$ cat config.mk
export PLATFORM = sky130hd
export DESIGN_NAME = axil_cfg_master
export DESIGN_NICKNAME = d
export VERILOG_FILES = /design/src/rtl/axil_master_pkg.sv /design/src/rtl/axil_timeout_cnt.sv /design/src/rtl/axil_cfg_master.sv
export SDC_FILE = /design/constraint.sdc
export NUM_CORES = 1
export LEC_CHECK = 0
export CAP_MARGIN = 40
export CORE_ASPECT_RATIO = 1.4
export CORE_MARGIN = 8
export CORE_UTILIZATION = 46
export CTS_CLUSTER_DIAMETER = 40
export DETAILED_ROUTE_END_ITERATION = 10
export PLACE_DENSITY_LB_ADDON = 0.05
export SYNTH_ARGS = -nofsm -noshare
export SYNTH_HDL_FRONTEND = slang
export SYNTH_HIERARCHICAL = 1
export SYNTH_SLANG_ARGS = --single-unit
export TNS_END_PERCENT = 50
$ cat constraint.sdc
create_clock -name clk -period 4.1 [get_ports clk]
set_input_delay 1.025 -clock clk [delete_from_list [all_inputs] [get_ports clk]]
set_output_delay 1.025 -clock clk [all_outputs]
set_load 0.01 [all_outputs]
$ cat src/rtl/axil_master_pkg.sv
// Shared types and constants for the AXI4-Lite configuration master.
package axil_master_pkg;

    localparam int unsigned CGRA_AXI_ADDR_WIDTH = 13;
    localparam int unsigned CGRA_AXI_DATA_WIDTH = 32;

    localparam logic [1:0] AXIL_OKAY   = 2'b00;
    localparam logic [1:0] AXIL_EXOKAY = 2'b01;
    localparam logic [1:0] AXIL_SLVERR = 2'b10;
    localparam logic [1:0] AXIL_DECERR = 2'b11;

    typedef enum logic [2:0] {
        StIdle,
        StWrReq,
        StWrRsp,
        StRdReq,
        StRdRsp,
        StRsp
    } axil_mst_state_e;

endpackage

$ cat src/rtl/axil_timeout_cnt.sv
// Saturating phase watchdog; expired stays high once the limit is reached until cleared.
module axil_timeout_cnt #(
    parameter int unsigned TIMEOUT_CYCLES = 1024
) (
    input  logic clk,
    input  logic reset_n,
    input  logic clr,
    input  logic en,
    output logic expired
);

    localparam int unsigned CntW = $clog2(TIMEOUT_CYCLES + 1);
    localparam logic [CntW-1:0] CntMax = CntW'(TIMEOUT_CYCLES);

    logic [CntW-1:0] cnt_q, cnt_d;

    always_comb begin
        cnt_d = cnt_q;
        if (clr) begin
            cnt_d = '0;
        end else if (en && (cnt_q != CntMax)) begin
            cnt_d = cnt_q + CntW'(1);
        end
    end

    always_ff @(posedge clk or negedge reset_n) begin
        if (!reset_n) begin
            cnt_q <= '0;
        end else begin
            cnt_q <= cnt_d;
        end
    end

    assign expired = (cnt_q == CntMax);

endmodule

$ cat src/rtl/axil_cfg_master.sv
// AXI4-Lite initiator: one register command in flight, response returned on a valid/ready channel.
module axil_cfg_master
    import axil_master_pkg::*;
#(
    parameter int unsigned ADDR_WIDTH     = CGRA_AXI_ADDR_WIDTH,
    parameter int unsigned DATA_WIDTH     = CGRA_AXI_DATA_WIDTH,
    parameter int unsigned TIMEOUT_CYCLES = 1024
) (
    input  logic                  clk,
    input  logic                  reset_n,
    input  logic                  cmd_valid,
    output logic                  cmd_ready,
    input  logic                  cmd_write,
    input  logic [ADDR_WIDTH-1:0] cmd_addr,
    input  logic [DATA_WIDTH-1:0] cmd_wdata,
    output logic                  rsp_valid,
    input  logic                  rsp_ready,
    output logic [DATA_WIDTH-1:0] rsp_rdata,
    output logic [1:0]            rsp_resp,
    output logic                  rsp_write,
    output logic                  timeout,
    output logic [ADDR_WIDTH-1:0] araddr,
    output logic                  arvalid,
    input  logic                  arready,
    input  logic [DATA_WIDTH-1:0] rdata,
    input  logic [1:0]            rresp,
    input  logic                  rvalid,
    output logic                  rready,
    output logic [ADDR_WIDTH-1:0] awaddr,
    output logic                  awvalid,
    input  logic                  awready,
    output logic [DATA_WIDTH-1:0] wdata,
    output logic                  wvalid,
    input  logic                  wready,
    input  logic [1:0]            bresp,
    input  logic                  bvalid,
    output logic                  bready
);

    axil_mst_state_e state_q, state_d;

    logic                  live_q;
    logic [ADDR_WIDTH-1:0] addr_q;
    logic [DATA_WIDTH-1:0] wdata_q;
    logic                  write_q;
    logic                  awvalid_q, wvalid_q, bready_q, arvalid_q, rready_q;
    logic                  rsp_valid_q;
    logic [DATA_WIDTH-1:0] rdata_q;
    logic [1:0]            resp_q;
    logic                  aw_done, w_done;
    logic                  phase_busy;

    // live_q keeps cmd_ready low until the first edge after reset release.
    assign cmd_ready = (state_q == StIdle) && live_q;
    assign aw_done   = !awvalid_q || awready;
    assign w_done    = !wvalid_q || wready;

    always_comb begin
        state_d = state_q;
        unique case (state_q)
            StIdle:  if (cmd_valid && cmd_ready) state_d = cmd_write ? StWrReq : StRdReq;
            StWrReq: if (aw_done && w_done) state_d = StWrRsp;
            StWrRsp: if (bvalid) state_d = StRsp;
            StRdReq: if (arready) state_d = StRdRsp;
            StRdRsp: if (rvalid) state_d = StRsp;
            StRsp:   if (rsp_ready) state_d = StIdle;
            default: state_d = StIdle;
        endcase
    end

    always_ff @(posedge clk or negedge reset_n) begin
        if (!reset_n) begin
            state_q     <= StIdle;
            live_q      <= 1'b0;
            addr_q      <= '0;
            wdata_q     <= '0;
            write_q     <= 1'b0;
            awvalid_q   <= 1'b0;
            wvalid_q    <= 1'b0;
            bready_q    <= 1'b0;
            arvalid_q   <= 1'b0;
            rready_q    <= 1'b0;
            rsp_valid_q <= 1'b0;
            rdata_q     <= '0;
            resp_q      <= '0;
        end else begin
            state_q <= state_d;
            live_q  <= 1'b1;
            unique case (state_q)
                StIdle: begin
                    if (cmd_valid && cmd_ready) begin
                        addr_q    <= cmd_addr;
                        wdata_q   <= cmd_wdata;
                        write_q   <= cmd_write;
                        awvalid_q <= cmd_write;
                        wvalid_q  <= cmd_write;
                        arvalid_q <= !cmd_write;
                    end
                end
                StWrReq: begin
                    if (awready) awvalid_q <= 1'b0;
                    if (wready) wvalid_q <= 1'b0;
                    if (aw_done && w_done) bready_q <= 1'b1;
                end
                StWrRsp: begin
                    if (bvalid) begin
                        bready_q    <= 1'b0;
                        resp_q      <= bresp;
                        rdata_q     <= '0;
                        rsp_valid_q <= 1'b1;
                    end
                end
                StRdReq: begin
                    if (arready) begin
                        arvalid_q <= 1'b0;
                        rready_q  <= 1'b1;
                    end
                end
                StRdRsp: begin
                    if (rvalid) begin
                        rready_q    <= 1'b0;
                        rdata_q     <= rdata;
                        resp_q      <= rresp;
                        rsp_valid_q <= 1'b1;
                    end
                end
                StRsp: begin
                    if (rsp_ready) rsp_valid_q <= 1'b0;
                end
                default: ;
            endcase
        end
    end

    assign phase_busy = (state_q == StWrReq) || (state_q == StWrRsp) ||
                        (state_q == StRdReq) || (state_q == StRdRsp);

    axil_timeout_cnt #(
        .TIMEOUT_CYCLES (TIMEOUT_CYCLES)
    ) u_timeout_cnt (
        .clk     (clk),
        .reset_n (reset_n),
        .clr     (state_d != state_q),
        .en      (phase_busy),
        .expired (timeout)
    );

    assign awaddr    = addr_q;
    assign araddr    = addr_q;
    assign wdata     = wdata_q;
    assign awvalid   = awvalid_q;
    assign wvalid    = wvalid_q;
    assign bready    = bready_q;
    assign arvalid   = arvalid_q;
    assign rready    = rready_q;
    assign rsp_valid = rsp_valid_q;
    assign rsp_rdata = rdata_q;
    assign rsp_resp  = resp_q;
    assign rsp_write = write_q;

endmodule
## After elaboration in Yosys (flattened, before gate mapping)

Cells that the tools add are included.
Widths: inputs -> output; s select.

- Reductions and logical operators: 28
- Multiplexer cells: 34
- Add/sub/neg operators: 1
- Equal/unequal tests: 16

Operators by type and width:

| cell | number |
|---|---|
| $mux 32 | 2 |
| $pmux 32 s2 | 1 |
| $mux 11 | 2 |
| $mux 3 | 6 |
| $pmux 3 s6 | 1 |
| $reduce_and 3->1 | 6 |
| $ne 2x2->1 const B | 7 |
| $mux 1 | 12 |
| $reduce_bool 2->1 | 6 |
| $add 11x1->11 const B | 1 |
| $eq 11x11->1 const B | 1 |
| $ne 11x11->1 const B | 1 |
| $pmux 1 s2 | 5 |
| $eq 3x2->1 const B | 2 |
| $eq 3x3->1 const B | 2 |
| $mux 2 | 3 |
| $logic_or 1x1->1 | 5 |
| $logic_and 1x1->1 | 4 |
| $pmux 2 s2 | 1 |
| $reduce_and 4->1 | 1 |
| $eq 3x1->1 const B | 1 |
| $logic_not 1->1 | 3 |
| $logic_not 3->1 | 1 |
| $ne 3x3->1 | 1 |
| other kinds (4) | 4 |

- Register bits after elaboration: 101
- Output and inout bits: 101
- Input bits: 91
- Word-level logic and storage cells: 93

## Logic depth before layout (Yosys ltp)

- Depth after elaboration: 7
- Depth in mapped cells: 10

## By module

The synthesis kept the hierarchy.

Modules (own cells, without submodules):

| module | cells an instance | seq. area each (sq um) | area an instance (sq um) | times used |
|---|---|---|---|---|
| axil_cfg_master | 426 | 2,252.2 | 3,837.4 | 1 |
| axil_timeout_cnt | 78 | 275.3 | 704.4 | 1 |

## Worst setup path before layout

No wires, ideal clock.

- Path kind: input -> register
- Start: input port wready
- End: register u_timeout_cnt.cnt_q[1]
- Required time: 3.973 ns
- Path slack: 1.577 ns
- Buffers on the path: 1
- Stages on the path: 9
- Arrival: 2.396 ns
- Path through: inv_1 > a22oi_1 > o2111ai_1 > xnor2_1 > nand2_1 > clkbuf_1 > nand3b_1 > a2bb2oi_1 > nand3b_1

- Cells in the longest elaborated chain, start to end: 6

RTL lines:

| element | RTL line | RTL |
|---|---|---|
| from (decl) | axil_cfg_master.sv:34 | `input logic wready,` |
| $logic_or 1x1->1 (*) | axil_cfg_master.sv:56 | `assign w_done = !wvalid_q \|\| wready;` |
| $logic_and 1x1->1 (*) | axil_cfg_master.sv:62 | `StWrReq: if (aw_done && w_done) state_d = StWrRsp;` |
| $mux 3 (*) | axil_cfg_master.sv:62 |  |
| $pmux 3 s6 (*) | axil_cfg_master.sv:60 | `unique case (state_q)` |
| named net state_d[0] | axil_cfg_master.sv:40 | `axil_mst_state_e state_q, state_d;` |
| $ne 3x3->1 (*) | axil_cfg_master.sv:143 | `.clr (state_d != state_q),` |
| $mux 11 / $reduce_bool 2->1 (equally long branches) | n/a |  |
| to (signal assigned) | axil_timeout_cnt.sv:30 | `cnt_q <= cnt_d;` |
| to (decl) | axil_timeout_cnt.sv:15 | `logic [CntW-1:0] cnt_q, cnt_d;` |

Mark *: on every way through the listed nets, which the timed path passes. The rest lies on a longest branch.
A chain may end at the register's enable or synchronous reset.

## Worst setup path after layout

- Start: register u_timeout_cnt.cnt_q[3]
- End: output port timeout

- Cells in the longest elaborated chain, start to end: 1

RTL lines:

| element | RTL line | RTL |
|---|---|---|
| $eq 11x11->1 | axil_timeout_cnt.sv:34 | `assign expired = (cnt_q == CntMax);` |
| to (decl) | axil_cfg_master.sv:21 | `output logic timeout,` |

No other way between the ends.

==> out/results.ini <==
[timing]
tns_ns=0
fin_ws_ns=0.883
max-slew-margin-rel=0.454
slew_viol_final=0
fmax_ghz=0.311
rsz0062_at_grt=false
hold_viol_final=0
period_minus_slack_ns=3.22
worstMarginPinSlew_ns=0.814
setup_viol=0
finalCritPeriodShare=0.785
hold-worst-slack_ns=0.473
skew_ns=0.00734

[clock_tree]
root_buffer=clkbuf_16
cts_tree=done
htreeDepth=3
clockBufferDepth=2
cts_resized=0
post_cts_buffers=0
cts_hold_buf=0
numCtsBuffers=9
path_clk_slew_ns=0.07
clk_latency_ns=0.34
clkSinkCount=101

[pwr]
leakage_nw=2.99
vdd_drop_max_v=0.000387
p_per_area_nw_per_um2=686

[worst_hold_path]
worstHoldStart=wdata[15]
hp-class=flip-flop to flip-flop

[setup_path]
worstPathArrival_ns=2.19
setup.worst_path.start_class=flip-flop
crit_type=flip-flop to primary output
path_max_fanout=7
worst-r2r-setup-slack_ns=1.34
crit_path_start=u_timeout_cnt/cnt_q[3]
rr_startpoint=state_q[0]
end_kind=primary output
crit_required_ns=3.07

[synthesis]
synth_compound_area_frac=0.0997
synth_top_family_by_area=simple AND/OR/NAND/NOR gates
yosys.area_share.adder=0.00551
dominantRegCellSynth=dfrtp_1
synth_simple_gate_area_frac=0.259
synth-seq-area-share=0.556
synth-seq-cells=101
async_reset_ff_frac=1.00
syn_inst=504
avgSynthCellArea_um2=9.01
yosys_warnings=6
synth_edf_count=0
synth-xor-area-share=0.00386
synth_nets=597
netlist_area_um2=4540
synth_mux_area_frac=0.00909
ys_types=49

[grt]
grt_pass1_vias=4050
antenna_found_initial=0
grt_usage=0.200
grt_max_degree=69
globalRouteOverflowTotal=0
grt_first_pass_wirelength_um=21100

[floorplan]
die_y_um=134
io_pins=192
die_w_um=100
fp.coreArea_um2=9740
start_util=0.466
dieArea_um2=13400
row_count=43

[finish]
mostFrequentLayoutCells=217 x nand2_1, 190 x clkdlybuf4s50_1, 101 x dfrtp_1
design_area_um2=6740
diodes=0
multiInputGateArea_um2=1720
fin_cells=814
drive_above_1_share=0.0560
final_common_cell=nand2_1
syn_to_final_growth_pct=48.4
nNetsFinal=767
seqCellArea_um2=2530
fillers=829

[routing]
dr.pass1.iters=4
dr.first_iter.drc_count=163
drt_wl_total_um=13100
wl_per_cell_um=16.1
via_per_inst=4.89
ant_nets=0
vias=3980
drc_errors=0

[placed_design]
dp_slack_ns=0.704
gp_congestion=0.843
port_buffers=191
hpwl_um=9820
placed_area_um2=6430
dp_cells=798

[job]
max_cap_violations=0

[run_status]
run_status=finished clean

flip-flops by register name (all words and copies together), names as in the netlist, 2 cells and up:
register             cells
araddr                  13
rsp_rdata               32
rsp_resp                 2
state_q                  3
u_timeout_cnt/cnt_q     11
wdata                   32
routing by layer:
layer	share of wire	global-route usage	up-vias
li1	-	-	1961
met1	0.40	0.232	1882
met2	0.51	0.344	124
met3	0.066	0.0559	13
met4	0.018	0.0675	0
met5	0	0	-
final cells by class:
| type | count | share of cell area |
|---|---|---|
| clock inverters | 5 | 0.00873 |
| inverters | 9 | 0.00501 |
| multi-input cells | 354 | 0.255 |
| flip-flops and latches | 101 | 0.375 |
| clock buffers | 11 | 0.0375 |
| repair buffers | 199 | 0.293 |
| well taps | 135 | 0.0251 |
power by group:
part           internal (mW)  switching [mW]  total [mW]  leakage [nW]
registers               1.38           0.278        1.66          1.31
clock network          0.507           0.370       0.877         0.148
logic                   1.09           0.995        2.09          1.53
critical path, cell delays in order (launching register included):
cell and delay, ns:
dfrtp_1 0.47, nor4_2 0.58, and3_1 0.25, clkdlybuf4s50_1 0.54
path summary, 6_finish.rpt:
check / cells after the start / to
setup reg to reg: 5 / u_timeout_cnt/cnt_q[5]
hold / removal: 2 / wdata[15]
min in group asynchronous: 1 / wdata[15]
hold reg to reg: 2 / wdata[15]
setup / recovery: 3 / timeout
max in group asynchronous: 2 / wdata[16]
cell usage after synthesis, drive strengths merged, types with 3 or more instances:
cell,instances,area share
inv,9,0.0074
o21ai,45,0.050
buf,34,0.053
or4,4,0.0066
nand3,4,0.0044
a31oi,3,0.0041
clkbuf,6,0.0050
a22oi,3,0.0050
or3,3,0.0041
a21oi,13,0.014
nor2b,8,0.011
nor2,8,0.0072
nand2,218,0.18
nand4,4,0.0069
nor4,3,0.0055
o31ai,3,0.0050
mux2i,3,0.0066
dfrtp,101,0.56
logic make-up (layout without fill, tap and decap cells):
kind of cell / Yosys count / in the layout
AOI/OAI and AO/OA: 76 / 76
xor gates and xnor gates: 2 / 2
adders and majority gates: 2 / 2
buffers and inverters: 49 / 224
DFF: 101 / 101
muxes: 4 / 4
other: 1 / 1
and+or+nand+nor: 269 / 269
metrics by stage:
step | utilization | total power [mW]
after floorplan | - | 2.69
after global placement | 0.658 | 3.72
after detailed placement | 0.660 | 3.79
after CTS | 0.692 | 4.68
after global routing | 0.692 | 4.95
final | 0.692 | 4.62
Power figures use the tool's default switching activity.
